`config.mk`:
```
export PLATFORM = sky130hd
export DESIGN_NAME = fwd_scoreboard_unit
export DESIGN_NICKNAME = d
export VERILOG_FILES = /design/src/rtl/core_pkg.sv /design/src/rtl/fwd_scoreboard_unit_fwd_select.sv /design/src/rtl/fwd_scoreboard_unit.sv
export SDC_FILE = /design/constraint.sdc
export NUM_CORES = 1
export LEC_CHECK = 0
export ABC_AREA = 0
export CORE_ASPECT_RATIO = 0.7
export CORE_MARGIN = 4
export CORE_UTILIZATION = 52
export DETAILED_ROUTE_END_ITERATION = 8
export MAX_ROUTING_LAYER = met4
export PLACE_DENSITY = 0.89
export SLEW_MARGIN = 20
export SYNTH_ARGS = -nofsm -noshare
export SYNTH_HDL_FRONTEND = slang
export SYNTH_HIERARCHICAL = 1
export SYNTH_SLANG_ARGS = --single-unit
```
`constraint.sdc`:
```
create_clock -name clk_i -period 3.1 [get_ports clk_i]
set_input_delay 0.465 -clock clk_i [delete_from_list [all_inputs] [get_ports clk_i]]
set_output_delay 0.465 -clock clk_i [all_outputs]
set_load 0.005 [all_outputs]
```
`src/rtl/core_pkg.sv`:
```
// Shared pipeline constants for the forwarding/scoreboard slice of the RV32 core.
// Forward-select encoding: 0 = register file, s+1 = forwarding stage s.
package core_pkg;

    localparam int REG_ADDR_W = 5;
    localparam int FWD_SEL_RF = 0;
    localparam int STAGE_MEM  = 0;
    localparam int STAGE_WB   = 1;

    function automatic int fwd_sel_of(input int stage);
        return stage + 1;
    endfunction

endpackage

```
`src/rtl/fwd_scoreboard_unit_fwd_select.sv`:
```
// Priority forward select for one EX source: youngest writing stage whose rd matches wins.
// x0 is never forwarded.
module fwd_select
    import core_pkg::*;
#(
    parameter int NUM_FWD = 2,
    parameter int SEL_W   = 2
) (
    input  logic [REG_ADDR_W-1:0]         rs,
    input  logic [NUM_FWD-1:0]            fwd_we,
    input  logic [NUM_FWD*REG_ADDR_W-1:0] fwd_rd,
    output logic [SEL_W-1:0]              sel
);

    // Walk oldest to youngest so the lowest matching stage index is the last write.
    always_comb begin
        sel = SEL_W'(FWD_SEL_RF);
        for (int s = NUM_FWD - 1; s >= 0; s--) begin
            if (fwd_we[s] && (rs != '0) && (fwd_rd[s*REG_ADDR_W +: REG_ADDR_W] == rs)) begin
                sel = SEL_W'(fwd_sel_of(s));
            end
        end
    end

endmodule

```
`src/rtl/fwd_scoreboard_unit.sv`:
```
// Forwarding select plus per-register latency scoreboard that stalls ID until a
// multi-cycle producer is forwardable; also counts stall cycles for perf reporting.
module fwd_scoreboard_unit
    import core_pkg::*;
#(
    parameter int NUM_SRC = 2,
    parameter int NUM_FWD = 2,
    parameter int MAX_LAT = 3,
    parameter int CNT_W   = $clog2(MAX_LAT + 1),
    parameter int SEL_W   = $clog2(NUM_FWD + 1)
) (
    input  logic                          clk_i,
    input  logic                          rst_i,
    input  logic                          ID_Valid_i,
    input  logic [NUM_SRC*REG_ADDR_W-1:0] ID_Rs_i,
    input  logic [NUM_SRC-1:0]            ID_RsUsed_i,
    input  logic                          ID_RegWrite_i,
    input  logic [REG_ADDR_W-1:0]         ID_Rd_i,
    input  logic [CNT_W-1:0]              ID_Lat_i,
    input  logic                          Flush_i,
    input  logic [NUM_SRC*REG_ADDR_W-1:0] EX_Rs_i,
    input  logic [NUM_FWD-1:0]            FWD_RegWrite_i,
    input  logic [NUM_FWD*REG_ADDR_W-1:0] FWD_Rd_i,
    output logic                          Stall_o,
    output logic [NUM_SRC*SEL_W-1:0]      Fwd_Sel_o,
    output logic [31:0]                   Stall_Cnt_o
);

    // Entry 0 exists only so register addresses index directly; it is never set.
    logic [CNT_W-1:0] cnt [32];
    logic [CNT_W-1:0] lat_clamp;
    logic             stall;
    logic             issue;
    logic [31:0]      stall_cnt;

    genvar k;
    generate
        for (k = 0; k < NUM_SRC; k++) begin : g_src
            fwd_select #(
                .NUM_FWD (NUM_FWD),
                .SEL_W   (SEL_W)
            ) u_fwd_select (
                .rs     (EX_Rs_i[k*REG_ADDR_W +: REG_ADDR_W]),
                .fwd_we (FWD_RegWrite_i),
                .fwd_rd (FWD_Rd_i),
                .sel    (Fwd_Sel_o[k*SEL_W +: SEL_W])
            );
        end
    endgenerate

    always_comb begin
        stall = 1'b0;
        for (int s = 0; s < NUM_SRC; s++) begin
            if (ID_RsUsed_i[s] && (ID_Rs_i[s*REG_ADDR_W +: REG_ADDR_W] != '0) &&
                (cnt[ID_Rs_i[s*REG_ADDR_W +: REG_ADDR_W]] != '0)) begin
                stall = 1'b1;
            end
        end
        stall = stall & ID_Valid_i & ~Flush_i & ~rst_i;
    end

    always_comb begin
        lat_clamp = ID_Lat_i;
        if (ID_Lat_i > CNT_W'(MAX_LAT)) begin
            lat_clamp = CNT_W'(MAX_LAT);
        end
    end

    assign issue = ID_Valid_i & ~stall & ~Flush_i & ID_RegWrite_i & (ID_Rd_i != '0);

    // A fresh issue overrides the decrement of the same entry, so Rd == Rs reloads cleanly.
    always_ff @(posedge clk_i) begin
        if (rst_i) begin
            for (int r = 0; r < 32; r++) begin
                cnt[r] <= '0;
            end
            stall_cnt <= '0;
        end else begin
            for (int r = 0; r < 32; r++) begin
                if (issue && (ID_Rd_i == REG_ADDR_W'(r))) begin
                    cnt[r] <= lat_clamp;
                end else if (cnt[r] != '0) begin
                    cnt[r] <= cnt[r] - CNT_W'(1);
                end
            end
            if (stall && (stall_cnt != 32'hFFFF_FFFF)) begin
                stall_cnt <= stall_cnt + 32'd1;
            end
        end
    end

    assign Stall_o     = stall;
    assign Stall_Cnt_o = stall_cnt;

endmodule

```
==> results of run 1 <==
timing repair:
action,in CTS,in global routing
setup endpoints to repair,17,97
buffers inserted,1,1
gates resized for setup,9,38
cloned,0,2
pin swaps,1,5
kinds of logic (layout without fill, tap and decap cells):
logic type / after synthesis / after routing / synth area share (%)
and+or+nand+nor: 286 / 286 / 22.2
buffers and inverters: 127 / 235 / 7.59
AOI/OAI and AO/OA: 119 / 119 / 12.0
DFF: 96 / 96 / 37.0
muxes: 72 / 72 / 12.5
adders and majority gates: 33 / 33 / 5.96
xor gates and xnor gates: 21 / 21 / 2.66
other: 0 / 1 / 0
synth_stat cells (14+ instances only):
cell | count | area, um2
inv_1 | 73 | 274
nor3_1 | 71 | 355
edfxtp_1 | 64 | 1920
mux2_2 | 61 | 687
nor2_1 | 57 | 214
nand3_1 | 41 | 205
clkbuf_1 | 33 | 124
ha_1 | 33 | 413
dfxtp_1 | 32 | 641
a21oi_1 | 31 | 155
nand2_1 | 22 | 82.6
nand4_1 | 18 | 113
a31oi_1 | 15 | 93.8
or4_1 | 14 | 105
worst max path at each step:
stage,from,slack (ns),end,cells after the start
detailed placement,ID_Rs_i[1],-0.45,cnt[28][0]$_SDFFCE_PP0P_,11
global placement,ID_Rs_i[1],-0.39,cnt[28][1]$_SDFFCE_PP0P_,11
global route,ID_Valid_i,-0.08,cnt[24][1]$_SDFFCE_PP0P_,12
finish,ID_Valid_i,-0.01,cnt[30][1]$_SDFFCE_PP0P_,12
CTS,ID_Rs_i[0],-0.009,Stall_o,11
floorplan,ID_Rs_i[6],0.05,cnt[24][0]$_SDFFCE_PP0P_,11
final cells by class:
| cell class | count | share of cell area [%] |
|---|---|---|
| antenna | 1 | 0.0287 |
| inverter | 76 | 3.27 |
| clock inverter | 5 | 0.459 |
| tap | 162 | 2.32 |
| multi-input combinational | 531 | 46.4 |
| timing repair buffer | 143 | 15.3 |
| clock buffer | 11 | 2.78 |
| sequential | 96 | 29.4 |
worst max-delay path, delay by kind of cell:
family	cells	cell delay, ns
buffers and inverters	4	0.95
muxes	1	0.38
and+or+nand+nor	4	0.75
AOI/OAI and AO/OA	3	0.68
metal layers:
layer | vias up | wire length, um | global-route usage [%]
met5 | - | 0 | -
met4 | 0 | 357 | 6.57
met3 | 45 | 1670 | 5.45
met2 | 325 | 8920 | 38.8
li1 | 3029 | - | -
met1 | 3052 | 8210 | 32.0
flip-flops by register name, indices dropped and copies added (netlist names):
| register | count |
|---|---|
| cnt | 64 |
| Stall_Cnt_o | 32 |
where the power goes:
group          leakage, nW  internal [W]  switching, W  total [W]
clock network        0.140      0.000574      0.000515    0.00109
registers            0.956       0.00195      0.000331    0.00228
logic                 2.15       0.00118       0.00124    0.00241
through the flow:
stage | total power [W] | instances
floorplan | 0.00387 | 754
global placement | 0.00436 | 1004
detailed placement | 0.00451 | 1004
CTS | 0.00563 | 1021
global route | 0.00615 | 1025
finish | 0.00579 | 1025
==> metrics.csv, run 1 <==
metric,value,unit
status,finished with violations,
violations,negative setup slack,
fillers,939,
drt-initial-drc-count,764,
yosys_most_used_dff,edfxtp_1,
clock_path_buffers,2,
tightestPinTransition,1.13,ns
setup-tns-final,-0.0227,ns
rsz0062_at_grt,true,
timing.fmax,322,MHz
cp_slowest_cell,clkdlybuf4s50_1,
die_w,146,um
fin_crit_sh,100,%
areaGrowthSynthToFinish,26.0,%
vdd_drop_max,0.378,mV
grt_pass1_vias,6055,
finalCriticalPeriod,3.11,ns
cp.required,3.20,ns
multi_input_area,4050,um2
maxCapViolations,0,
cts_tree,done,
core,12700,um2
final_common_cell,clkdlybuf4s50_1,
wirelength,19200,um
grt_antenna_before_repair,1,
clock-root-buffer,clkbuf_16,
layout-drive-gt1-share,21.3,%
post-route-util,68.6,%
layout_common_cells,"76 x clkdlybuf4s50_1, 73 x inv_1, 66 x nor3_1",
slew_viol_final,0,
hold_start,Stall_Cnt_o[28]$_SDFFE_PP0P_,
finalSetupViolations,4,
slowest_delay,0.45,ns
pre_cts_ws,-0.447,ns
relSlewSlack,24.7,%
startpoint_type,primary input,
initial_utilization,54.4,%
io_buffer_count,82,
hpwl,13300,um
fin_nets,936,
crit_top_cell,buf_4,
rows,34,
crit_chain,"clkdlybuf4s50_1, nor2b_1, buf_4, and3_1, o311ai_0, nor4_1, a21o_1, nor2_4, buf_4, buf_4, a41oi_1, mux2_2",
synth-edff-count,64,
gp_congestion,0.938,
die_y,105,um
seqCellArea,2560,um2
clock_latency,0.36,ns
grt.overflow.total,0,
yosys_register_bits,96,
ios,83,
synth-async-reset-ratio,0,%
r2r-end,cnt[30][1]$_SDFFCE_PP0P_,
crit_fanout,8,
cts.hold.buffers_added,0,
pwr_density_cell,663,nW/um2
dieArea,15300,um2
post_dp_cell_area,8170,um2
leakage,3.25,nW
route.detailed.drc,0,
ant_nets,0,
hold_violations,0,
arrival,3.21,ns
ys_warn_count,6,
seq_area_frac_synth,37.0,%
hold_ws,0.508,ns
numCtsBuffers,9,
clkSinkCount,96,
viasPerCell,6.29,
reg2reg_from,cnt[7][0]$_SDFFCE_PN0P_,
num_vias,6451,
synth_nets,833,
drt_pre_antenna_iters,5,
wl_per_cell,18.7,um
grt_max_degree,104,
yosysUniqueCellTypes,64,
netlist_instances,754,
min_path_type,reg -> reg,
clk_pin_slew,0.07,ns
final_cell_area,8720,um2
finClkSkew,0.0103,ns
ff2ff_setup_slack,0.07,ns
r2r_cells,10,
syn_avg_cell_area,9.18,um2
synth_area,6920,um2
grt_pass1_wl,30100,um
end_kind,flop,
track_usage,24.5,%
h-tree-depth,3,
min_to,Stall_Cnt_o[28]$_SDFFE_PP0P_,
fin_ws,-0.0103,ns
critical_path_class,in -> reg,
holdPathStages,2,
No activity file was read; power rests on OpenSTA's default activity.
==> run 2: changes to the inputs <==
RECOVER_POWER = 100   (was not set)
==> metrics.csv, run 2 (synthesis results as in run 1) <==
metric,value,unit,change
wl_per_cell,18.7,um,about the same
final_cell_area,8710,um2,-0.11%
crit_chain,"clkdlybuf4s50_1, nor2b_1, buf_4, and3_1, o311ai_0, nor4_1, a21o_1, nor2_4, buf_4, buf_4, a41oi_1, mux2_2",,
viasPerCell,6.29,,unchanged
clkPwrFrac,18.8,%,about the same
route.detailed.drc,0,,unchanged
crit_top_cell,buf_4,,
hold_ws,0.502,ns,-0.00606 ns
grt_pass1_wl,30100,um,unchanged
io_buffer_count,82,,unchanged
cp_num_buf_inv,4,,unchanged
die_y,105,um,unchanged
timing.fmax,322,MHz,+0.23%
status,finished with violations,,
combPwrFrac,41.8,%,about the same
grt.overflow.total,0,,unchanged
areaGrowthSynthToFinish,25.8,%,
fin_ws,-0.00314,ns,+0.00719 ns
wirelength,19200,um,about the same
h-tree-depth,3,,unchanged
post_dp_cell_area,8170,um2,unchanged
violations,"max-capacitance violations, max-slew violations, negative setup slack",,
p_sw,0.00209,W,about the same
arrival,3.20,ns,about the same
numCtsBuffers,9,,unchanged
drt_pre_antenna_iters,5,,unchanged
clkSinkCount,96,,unchanged
grt_antenna_before_repair,1,,unchanged
grt_pass1_vias,6055,,unchanged
core,12700,um2,unchanged
grt_max_degree,104,,unchanged
vdd_drop_max,0.378,mV,about the same
fin_nets,936,,unchanged
path_delay_family,buffers and inverters,,
clock_latency,0.36,ns,about the same
finClkSkew,0.00890,ns,-0.00141 ns
relSlewSlack,-44.3,%,-69 points
wl_met2,8890,um,-0.37%
largest_register_ffs,64,,unchanged
dieArea,15300,um2,unchanged
tightestPinTransition,2.16,ns,+1.03 ns
ant_nets,0,,unchanged
clock-root-buffer,clkbuf_16,,
leakage,3.35,nW,+3.2%
finalCriticalPeriod,3.10,ns,-0.00719 ns
slowest_delay,0.45,ns,about the same
final_cells,1025,,unchanged
finalSetupViolations,1,,-3
layout-drive-gt1-share,21.1,%,-0.23 points
layout_common_cells,"73 x inv_1, 66 x nor3_1, 64 x edfxtp_1",,
hold_violations,0,,unchanged
track_usage,24.5,%,unchanged
drt-initial-drc-count,735,,-3.8%
internal_power,0.00370,W,about the same
final_common_cell,inv_1,,
largest_register,cnt,,
clock_path_buffers,2,,unchanged
dr.max_layer_used,met4,,
rsz0062_at_grt,true,,
hpwl,13300,um,unchanged
initial_utilization,54.4,%,unchanged
slew_viol_final,104,,+104
startpoint_type,primary input,,
cp_slowest_cell,clkdlybuf4s50_1,,
num_vias,6451,,unchanged
fin_crit_sh,100,%,-0.23 points
met3_length,1780,um,+6.7%
cp.required,3.20,ns,about the same
min_path_type,reg -> reg,,
die_w,146,um,unchanged
end_kind,flop,,
rows,34,,unchanged
place_inst,1004,,unchanged
p_seq_share,39.4,%,about the same
maxCapViolations,1,,+1
cts_tree,done,,
switching_share,36.0,%,about the same
pwr_density_cell,664,nW/um2,+0.14%
gp_congestion,0.938,,unchanged
critical_path_class,in -> reg,,
fillers,941,,+0.21%
wl_met1,8110,um,-1.2%
clk_pin_slew,0.07,ns,about the same
crit_fanout,8,,unchanged
ios,83,,unchanged
## run 2: worst paths after layout
path / end / cells past startpoint / startpoint / slack, ns
worst max-delay path: cnt[30][1]$_SDFFCE_PP0P_ / 12 / ID_Valid_i / -0.003
worst min-delay path: Stall_Cnt_o[20]$_SDFFE_PP0P_ / 2 / Stall_Cnt_o[20]$_SDFFE_PP0P_ / 0.50
worst max register to register: cnt[30][1]$_SDFFCE_PP0P_ / 10 / cnt[7][0]$_SDFFCE_PN0P_ / 0.07
worst min register to register: Stall_Cnt_o[20]$_SDFFE_PP0P_ / 2 / Stall_Cnt_o[20]$_SDFFE_PP0P_ / 0.50
## run 2: tightest hold or removal path, stage by stage (launching register included)
cell and delay, ns:
dfxtp_1 0.33, o31ai_1 0.07, a21oi_1 0.06
## run 2: power groups by stage
| stage | registers, W | clock network [W] | logic [W] |
|---|---|---|---|
| after floorplan | 0.00218 | 0 | 0.00169 |
| after global placement | 0.00225 | 0 | 0.00211 |
| after detailed placement | 0.00228 | 0 | 0.00223 |
| after CTS | 0.00226 | 0.00109 | 0.00228 |
| after global routing | 0.00233 | 0.00114 | 0.00268 |
| final | 0.00228 | 0.00109 | 0.00242 |
## run 2: metal layers
metal  vias up  track usage [%]
li1       3026                -
met1      3037             32.0
met2       333             38.8
met3        55             5.45
met4         0             6.57
met5         -                -
## run 2: metrics by stage
stage | setup WS, ns | total power, W | TNS, ns | utilization, %
4_1_cts | -0.00885 | 0.00563 | -0.0233 | 66.8
3_5_place_dp | -0.447 | 0.00451 | -29.50 | 64.2
2_1_floorplan | 0.0488 | 0.00387 | 0 | -
6_report | -0.00314 | 0.00579 | -0.00314 | 68.5
3_3_place_gp | -0.395 | 0.00436 | -25.04 | 64.2
5_1_grt | -0.0834 | 0.00615 | -0.434 | 68.5
## run 2: what timing repair did
item | CTS | global route
resized for setup | 9 | 38
pin swaps | 1 | 5
gates cloned | 0 | 2
setup endpoints to repair | 17 | 97
hold buffers | 0 | 0
buffers inserted | 1 | 1
## run 2: layout make-up
cell class	instances	area, um2	area share [%]
timing repair buffer	143	1330	15.3
clock buffer	11	243	2.79
antenna	1	2.50	0.0287
multi-input combinational	531	4050	46.5
inverter	76	285	3.27
clock inverter	5	40.0	0.460
sequential	96	2560	29.4
tap	162	203	2.33
